File: src/rtl/sdio_read_api.sv
// sdio_read_api: SDIO read-back path. It keeps a read pointer, fetches two
// consecutive 16-bit SDRAM words per READ2 request and returns them packed
// as {hi, lo}. Commands handled: 5 SET_PTR, 6 READ2, 7 GET_PTR.
// Optional macro SDIO_READ_CHECKSUM_EN adds a running XOR checksum of the
// words returned by READ2, which cmd 8 reads back and cmd 5 clears.
//
// state   | meaning
// IDLE    | no fetch in progress, commands decoded
// REQ_LO  | one-cycle SDRAM read of ptr
// WAIT_LO | wait for low word (with timeout)
// REQ_HI  | one-cycle SDRAM read of ptr+1
// WAIT_HI | wait for high word (with timeout)
// RESP    | load fetch response, advance ptr on success
module sdio_read_api #(
  parameter int ADDR_BITS      = 24,
  parameter int TIMEOUT_CYCLES = 255
) (
  input  logic                 clk,
  input  logic                 rst,
  input  logic                 req_valid,
  input  logic [5:0]           req_cmd,
  input  logic [31:0]          req_arg,
  output logic                 resp_valid,
  output logic [31:0]          resp_arg,
  output logic                 resp_err,
  output logic                 ram_read,
  output logic [ADDR_BITS-1:0] ram_address,
  input  logic [15:0]          ram_data_read,
  input  logic                 ram_ready,
  output logic                 busy
);

  localparam int CNT_W = (TIMEOUT_CYCLES > 1) ? $clog2(TIMEOUT_CYCLES) : 1;
  localparam logic [CNT_W-1:0]     CNT_LAST = CNT_W'(TIMEOUT_CYCLES - 1);
  localparam logic [CNT_W-1:0]     CNT_ONE  = CNT_W'(1);
  localparam logic [ADDR_BITS-1:0] PTR_ONE  = ADDR_BITS'(1);
  localparam logic [ADDR_BITS-1:0] PTR_TWO  = ADDR_BITS'(2);

  typedef enum logic [2:0] {
    IDLE, REQ_LO, WAIT_LO, REQ_HI, WAIT_HI, RESP
  } state_t;

  state_t               state, state_nx;
  logic [ADDR_BITS-1:0] ptr;
  logic [ADDR_BITS-1:0] fail_addr;
  logic [15:0]          lo, hi;
  logic [CNT_W-1:0]     cnt;
  logic                 fetch_err;
  logic                 pend_err;
  logic                 req_hit;
  logic                 waiting;
  logic                 timeout_hit;
`ifdef SDIO_READ_CHECKSUM_EN
  logic [15:0]          csum;
`endif

  // Decode which strobed commands belong to this block.
  always_comb begin
    req_hit = 1'b0;
    if (req_valid) begin
      case (req_cmd)
        6'd5, 6'd6, 6'd7: req_hit = 1'b1;
`ifdef SDIO_READ_CHECKSUM_EN
        6'd8:             req_hit = 1'b1;
`endif
        default:          req_hit = 1'b0;
      endcase
    end
  end

  assign waiting     = (state == WAIT_LO) || (state == WAIT_HI);
  assign timeout_hit = waiting && !ram_ready && (cnt == CNT_LAST);
  assign fail_addr   = (state == WAIT_HI) ? ptr + PTR_ONE : ptr;

  // State register.
  always_ff @(posedge clk or posedge rst) begin
    if (rst) state <= IDLE;
    else     state <= state_nx;
  end

  // Next-state logic; a READ2 arriving while an error is pending is dropped.
  always_comb begin
    state_nx = state;
    case (state)
      IDLE:    if (req_hit && req_cmd == 6'd6 && !pend_err) state_nx = REQ_LO;
      REQ_LO:  state_nx = WAIT_LO;
      WAIT_LO: if (ram_ready) state_nx = REQ_HI;
               else if (timeout_hit) state_nx = RESP;
      REQ_HI:  state_nx = WAIT_HI;
      WAIT_HI: if (ram_ready || timeout_hit) state_nx = RESP;
      RESP:    state_nx = IDLE;
      default: state_nx = IDLE;
    endcase
  end

  // SDRAM request outputs and busy flag, decoded from state.
  always_comb begin
    ram_read    = 1'b0;
    ram_address = '0;
    busy        = (state != IDLE);
    case (state)
      REQ_LO: begin
        ram_read    = 1'b1;
        ram_address = ptr;
      end
      REQ_HI: begin
        ram_read    = 1'b1;
        ram_address = ptr + PTR_ONE;
      end
      default: ;
    endcase
  end

  // Datapath: wait counter, word capture, pointer and registered responses.
  always_ff @(posedge clk or posedge rst) begin
    if (rst) begin
      resp_valid <= 1'b0;
      resp_arg   <= '0;
      resp_err   <= 1'b0;
      ptr        <= '0;
      lo         <= '0;
      hi         <= '0;
      cnt        <= '0;
      fetch_err  <= 1'b0;
      pend_err   <= 1'b0;
`ifdef SDIO_READ_CHECKSUM_EN
      csum       <= '0;
`endif
    end else begin
      resp_valid <= 1'b0;

      if (waiting && !ram_ready && !timeout_hit) cnt <= cnt + CNT_ONE;
      else                                       cnt <= '0;

      if (state == REQ_LO) fetch_err <= 1'b0;
      if (waiting && ram_ready) begin
        if (state == WAIT_LO) lo <= ram_data_read;
        else                  hi <= ram_data_read;
      end
      // On timeout the error word is staged in {hi, lo} so RESP is uniform.
      if (timeout_hit) begin
        fetch_err <= 1'b1;
        hi        <= 16'hDEAD;
        lo        <= 16'(fail_addr);
      end

      if (state == RESP) begin
        resp_valid <= 1'b1;
        resp_arg   <= {hi, lo};
        resp_err   <= fetch_err;
        if (!fetch_err) begin
          ptr  <= ptr + PTR_TWO;
`ifdef SDIO_READ_CHECKSUM_EN
          csum <= csum ^ lo ^ hi;
`endif
        end
        if (req_hit) pend_err <= 1'b1;
      end else if (pend_err) begin
        resp_valid <= 1'b1;
        resp_arg   <= 32'hB5B5_0000;
        resp_err   <= 1'b1;
        pend_err   <= 1'b0;
      end else if (req_hit && state != IDLE) begin
        resp_valid <= 1'b1;
        resp_arg   <= 32'hB5B5_0000;
        resp_err   <= 1'b1;
      end else if (req_hit) begin
        case (req_cmd)
          6'd5: begin
            ptr        <= ADDR_BITS'(req_arg);
            resp_valid <= 1'b1;
            resp_arg   <= '0;
            resp_err   <= 1'b0;
`ifdef SDIO_READ_CHECKSUM_EN
            csum       <= '0;
`endif
          end
          6'd7: begin
            resp_valid <= 1'b1;
            resp_arg   <= 32'(ptr);
            resp_err   <= 1'b0;
          end
`ifdef SDIO_READ_CHECKSUM_EN
          6'd8: begin
            resp_valid <= 1'b1;
            resp_arg   <= {16'h0, csum};
            resp_err   <= 1'b0;
          end
`endif
          default: ;
        endcase
      end
    end
  end

endmodule

File: config.mk
export PLATFORM = sky130hd
export DESIGN_NAME = sdio_read_api
export DESIGN_NICKNAME = d
export VERILOG_FILES = /design/src/rtl/sdio_read_api.sv
export SDC_FILE = /design/constraint.sdc
export NUM_CORES = 1
export LEC_CHECK = 0
export CAP_MARGIN = 20
export CORE_UTILIZATION = 53
export DETAILED_ROUTE_END_ITERATION = 10
export GPL_TIMING_DRIVEN = 0
export PLACE_DENSITY = 0.81
export SLEW_MARGIN = 20
export SYNTH_ARGS = -nofsm -noshare
export SYNTH_HDL_FRONTEND = slang
export SYNTH_SLANG_ARGS = --single-unit
export TNS_END_PERCENT = 100
File: constraint.sdc
create_clock -name clk -period 3.95 [get_ports clk]
set_input_delay 0.79 -clock clk [delete_from_list [all_inputs] [get_ports clk]]
set_output_delay 0.79 -clock clk [all_outputs]
set_load 0.01 [all_outputs]
=== Word level (Yosys, flattened, before mapping) ===
Cells that the tools add are included.

* Logic and storage cells: 103
* Input port bits: 58
* ROM bits: 0
* Latch bits: 0
* Bits in writable memories: 0
* Output and inout port bits: 60
* Bits in registers: 103
* Memories: 0

* Shift-type cells: 0
* Order comparisons: 0
* Divide/modulo/power cells: 0
* Multiplexer cells: 42
* Reductions and logical operators: 31
* Eq/ne operators: 17
* $mul: 0
* Bitwise gates (word level): 0
* Add/sub/neg operators: 3

{| class="wikitable"
|+ Operators by type and width
! cell !! number
|-
| $mux W24 || 6
|-
| $mux W32 || 4
|-
| $mux W16 || 7
|-
| $pmux W32 S2 || 1
|-
| $pmux W24 S2 || 1
|-
| $add A24 B1 Y24 const B || 1
|-
| $add A24 B2 Y24 const B || 1
|-
| $eq A6 B3 Y1 const B || 3
|-
| $mux W1 || 17
|-
| $pmux W3 S5 || 1
|-
| $mux W3 || 4
|-
| $ne A2 B2 Y1 const B || 5
|-
| $reduce_bool A2 Y1 || 5
|-
| $add A8 B1 Y8 const B || 1
|-
| $eq A8 B8 Y1 const B || 1
|-
| $mux W8 || 1
|-
| $reduce_and A2 Y1 || 4
|-
| $reduce_bool A4 Y1 || 2
|-
| $logic_and A1 B1 Y1 || 7
|-
| $eq A3 B2 Y1 const B || 2
|-
| $eq A3 B3 Y1 const B || 2
|-
| $reduce_and A5 Y1 || 1
|-
| $reduce_bool A5 Y1 || 1
|-
| $ne A2 B1 Y1 const B || 2
|-
| other kinds (9) || 13
|}

=== Longest topological paths before layout ===
* Depth in word-level cells: 8
* Mapped depth: 9
* Gate-level depth less buffers: 7

=== Worst setup path before layout ===
No wires, ideal clock.

* Kind: register to output
* Start: reg ptr[1]
* End: out ram_address[17]
* Path slack: 1.253 ns
* Data arrival time: 1.907 ns
* Required time: 3.160 ns
* Path buffers: 1
* Stages on the path, launching flop included: 8
* Cell sequence: dfrtp_1 -> ha_1 -> buf_2 -> nand3_1 -> or4_4 -> nor3_2 -> xnor2_1 -> nor2_1

* Word-level cells in the longest chain between the ends: 2

{| class="wikitable"
|+ Ends and longest elaborated chain
! element !! line !! text
|-
| from (decl) || 44 || <nowiki>logic [ADDR_BITS-1:0] ptr;</nowiki>
|-
| from (signal assigned) || 152 || <nowiki>ptr <= ptr + PTR_TWO;</nowiki>
|-
| from (signal assigned) || 170 || <nowiki>ptr <= ADDR_BITS'(req_arg);</nowiki>
|-
| $add A24 B1 Y24 || 108 || <nowiki>ram_address = ptr + PTR_ONE;</nowiki>
|-
| $pmux W24 S2 || 101 || <nowiki>case (state)</nowiki>
|-
| to (decl) || 27 || <nowiki>output logic [ADDR_BITS-1:0] ram_address,</nowiki>
|}

Every way passes these cells.

=== Final worst setup path ===
Ends and elaborated chain as after synthesis.

==> results.sh <==
export IMPL_via_per_inst=6.35
export IMPL_pre_cts_ws_ns=0.426
export IMPL_cts_clk_slew_worst_paths_ns=0.07
export IMPL_stdcell_count=947
export IMPL_fmax_ghz=0.262
export IMPL_syn_area_per_cell_sq_um=8.93
export IMPL_h_tree_depth=3
export IMPL_ys_seq_area_frac=0.424
export IMPL_drc=0
export IMPL_placed_area_sq_um=7380
export IMPL_wl_per_cell_microns=21.6
export IMPL_synthCells=681
export IMPL_p_sw_w=0.00225
export IMPL_async_flop_share=1.00
export IMPL_p_leak_nw=3.16
export IMPL_clkSinkCount=103
export IMPL_cts_tree="built"
export IMPL_drtPass1Iterations=5
export IMPL_antenna_found_initial=0
export IMPL_synthMuxAreaShare=0.0123
export IMPL_required_ns=3.16
export IMPL_dp_cells=931
export IMPL_design_core_area_sq_um=11000
export IMPL_rows=38
export IMPL_yosys_most_used_dff="dfrtp_1"
export IMPL_max_cap_violations=0
export IMPL_dp_final_hpwl_mm=15.0
export IMPL_clockPowerShare=0.186
export IMPL_finalClockSkew_ns=0.00747
export IMPL_p_per_area_nw_per_um2=712
export IMPL_numCtsBuffers=9
export IMPL_cts_buffer_depth=2
export IMPL_start_kind="flip-flop"
export IMPL_synth_xor_area_share=0.0590
export IMPL_ios=118
export IMPL_grt_usage=0.360
export IMPL_start_util=0.552
export IMPL_synth_top_area_frac=0.424
export IMPL_grt_max_degree=71
export IMPL_layout_setup_ws_ns=0.137
export IMPL_diodes=0
export IMPL_path_max_fanout=9
export IMPL_fin_crit_ns=3.81
export IMPL_combPwrFrac=0.481
export IMPL_numPortBuffers=109
export IMPL_cp_arrival_ns=3.02
export IMPL_die_height_microns=109
export IMPL_drive_gt1_frac=0.120
export IMPL_clk_latency_ns=0.36
export IMPL_area_delta_synth_final_pct=27.1
export IMPL_path_class="flip-flop to output port"
export IMPL_postLayoutCellArea_sq_um=7740
export IMPL_die_w_microns=109
export IMPL_synth_warnings=0
export IMPL_yosys_area_top_type="dfrtp_1"
export IMPL_synth_compound_area_frac=0.201
export IMPL_tightestPinTransition_ns=0.959
export IMPL_max_slew_margin_rel=0.360
export IMPL_maxSlewViolCount=0
export IMPL_finalSetupViolCount=0
export IMPL_vias=6017
export IMPL_grt_pass1_wl_mm=31.5
export IMPL_rsz0062_at_grt="false"
export IMPL_die_area_sq_um=11900
export IMPL_vdd_drop_max_mv=0.435
export IMPL_fill_cells=859
export IMPL_fin_crit_sh=0.965
export IMPL_endpoint_kind="output port"
export IMPL_final_nets=864
export IMPL_syn_cell_area_sq_um=6080
export IMPL_ys_ff_latch=103
export IMPL_seqPwrFrac=0.333
export IMPL_synth_fa_ha_area_frac=0.00823
export IMPL_cts_hold_buf=0
export IMPL_swShare=0.408
export IMPL_clockRootBuffer="clkbuf_16"
export IMPL_synth_edf_count=0
export IMPL_drt_total_wl_mm=20.4
export IMPL_status="complete, no violations"
export IMPL_internal_power_w=0.00326
export IMPL_ys_top_cells_by_area="dfrtp_1, nor2_1, nand2_1"
export IMPL_drt_initial_drc_count=623
export IMPL_syn_nets=743
export IMPL_finalHoldViolCount=0
export IMPL_synthSimpleGateAreaFrac=0.238
export IMPL_synth_top_family_by_area="simple AND/OR/NAND/NOR gates"
export IMPL_grt_pass1_vias=5774
export IMPL_drtAntennaViolNets=0
export IMPL_grt_overflow=0
export IMPL_hp_class="flip-flop to flip-flop"
export IMPL_finalWeightedCongestion=0.941
export IMPL_yosysUniqueCellTypes=73
repair_timing:
item	in CTS	in global routing
endpoints found under the setup margin	0	5
gates resized for setup	0	3
buffers inserted	0	0
state kept, by name, indices dropped and copies added (netlist names):
register / flops
fetch_err: 1
ptr: 24
resp_arg: 32
lo: 16
resp_err: 1
resp_valid: 1
state: 3
cnt: 8
pend_err: 1
hi: 16
power by group through the flow:
stage	Sequential (W)	Clock, W	Combinational, W
finish	0.00184	0.00102	0.00265
global route	0.00188	0.00106	0.00286
CTS	0.00183	0.00102	0.00262
detailed placement	0.00185	0	0.00260
global placement	0.00182	0	0.00253
floorplan	0.00184	0	0.00149
cell usage after synthesis, types with 4 or more instances:
library cell,n
xor2_1,16
a22o_1,4
clkbuf_1,28
nor2_1,118
inv_1,11
and3_1,9
a221o_1,6
nor3_1,11
a21oi_1,37
ha_1,4
a31oi_1,7
buf_2,29
o21a_1,4
o22a_1,10
a221oi_1,16
nand4_1,14
dfrtp_1,103
nand3_1,17
and2_1,5
and4_1,6
a221oi_2,10
xnor2_1,25
o21ai_0,35
nand2_1,59
nand2b_1,4
nor2_2,10
o22ai_1,4
o31ai_1,8
final cells by class:
| class | instances | area (sq um) | share of cell area |
|---|---|---|---|
| buffer | 64 | 304 | 0.0393 |
| clock buffer | 10 | 239 | 0.0309 |
| clock inverter | 6 | 98.8 | 0.0128 |
| inverter | 12 | 50.0 | 0.00647 |
| multi-input combinational | 502 | 3170 | 0.410 |
| sequential | 103 | 2580 | 0.333 |
| tap | 140 | 175 | 0.0226 |
| timing repair buffer | 110 | 1120 | 0.145 |
critical path, cell delays in order (launching register included):
cell and delay (ns):
dfrtp_2 0.46, ha_1 0.16, buf_2 0.19, nand3_1 0.23
or4_4 0.63, nor3_2 0.24, xnor2_1 0.11, nor2_1 0.10
clkdlybuf4s50_1 0.54
final timing paths:
path	startpoint	to	slack, ns	cells past startpoint
worst max-delay path	ptr[1]$_DFFE_PP0P_	ram_address[17]	0.14	8
worst min-delay path	lo[11]$_DFFE_PP0P_	lo[11]$_DFFE_PP0P_	0.50	2
worst max register to register	state[1]$_DFFE_PP0P_	ptr[19]$_DFFE_PP0P_	1.58	6
worst min register to register	lo[11]$_DFFE_PP0P_	lo[11]$_DFFE_PP0P_	0.50	2
max in group asynchronous	rst	ptr[1]$_DFFE_PP0P_	2.49	3
min in group asynchronous	rst	resp_arg[26]$_DFFE_PP0P_	0.78	2
logic make-up (layout without fill, tap and decap cells):
kind of cell | Yosys count | after routing
adders and majority gates | 4 | 4
AOI/OAI and AO/OA | 165 | 165
buffers and inverters | 76 | 202
DFF | 103 | 103
and+or+nand+nor | 285 | 285
xor gates and xnor gates | 41 | 41
muxes | 7 | 7
layout by cell type (no fill, tap or decap), types with 4 or more instances in the layout:
cell and instances:
xnor2_1 25, xor2_1 16, a221oi_1 16, nor3_1 10, nor2_2 10, nand3_1 17
buf_2 29, and3_1 9, nor2_1 118, a21oi_1 37, o22ai_1 4, nor3_2 4
and4_1 6, o21a_1 4, clkbuf_1 28, o21ai_0 35, inv_1 10, o22a_1 10
nand4_1 14, a22o_1 4, nand2b_1 4, a31oi_1 7, clkdlybuf4s50_1 109, nand2_1 59
clkbuf_16 9, ha_1 4, o31ai_1 8, a221oi_2 10, a221o_1 6, and2_1 5
dfrtp_1 102
routing by layer:
metal / vias up / track usage / part of all wire
li1: 2667 / - / -
met1: 2945 / 0.497 / 0.42
met2: 372 / 0.565 / 0.46
met3: 33 / 0.0526 / 0.092
met4: 0 / 0.147 / 0.024
met5: - / 0 / 0
per-stage QoR:
step / hold slack (ns) / TNS (ns) / power (W) / util
floorplan: 0.449 / 0 / 0.00333 / -
global placement: 0.460 / -106.49 / 0.00436 / 0.666
detailed placement: 0.474 / 0 / 0.00444 / 0.669
CTS: 0.493 / 0 / 0.00547 / 0.700
global route: 0.514 / 0 / 0.00580 / 0.701
finish: 0.497 / 0 / 0.00551 / 0.701
No activity file was read; power rests on OpenSTA's default activity.
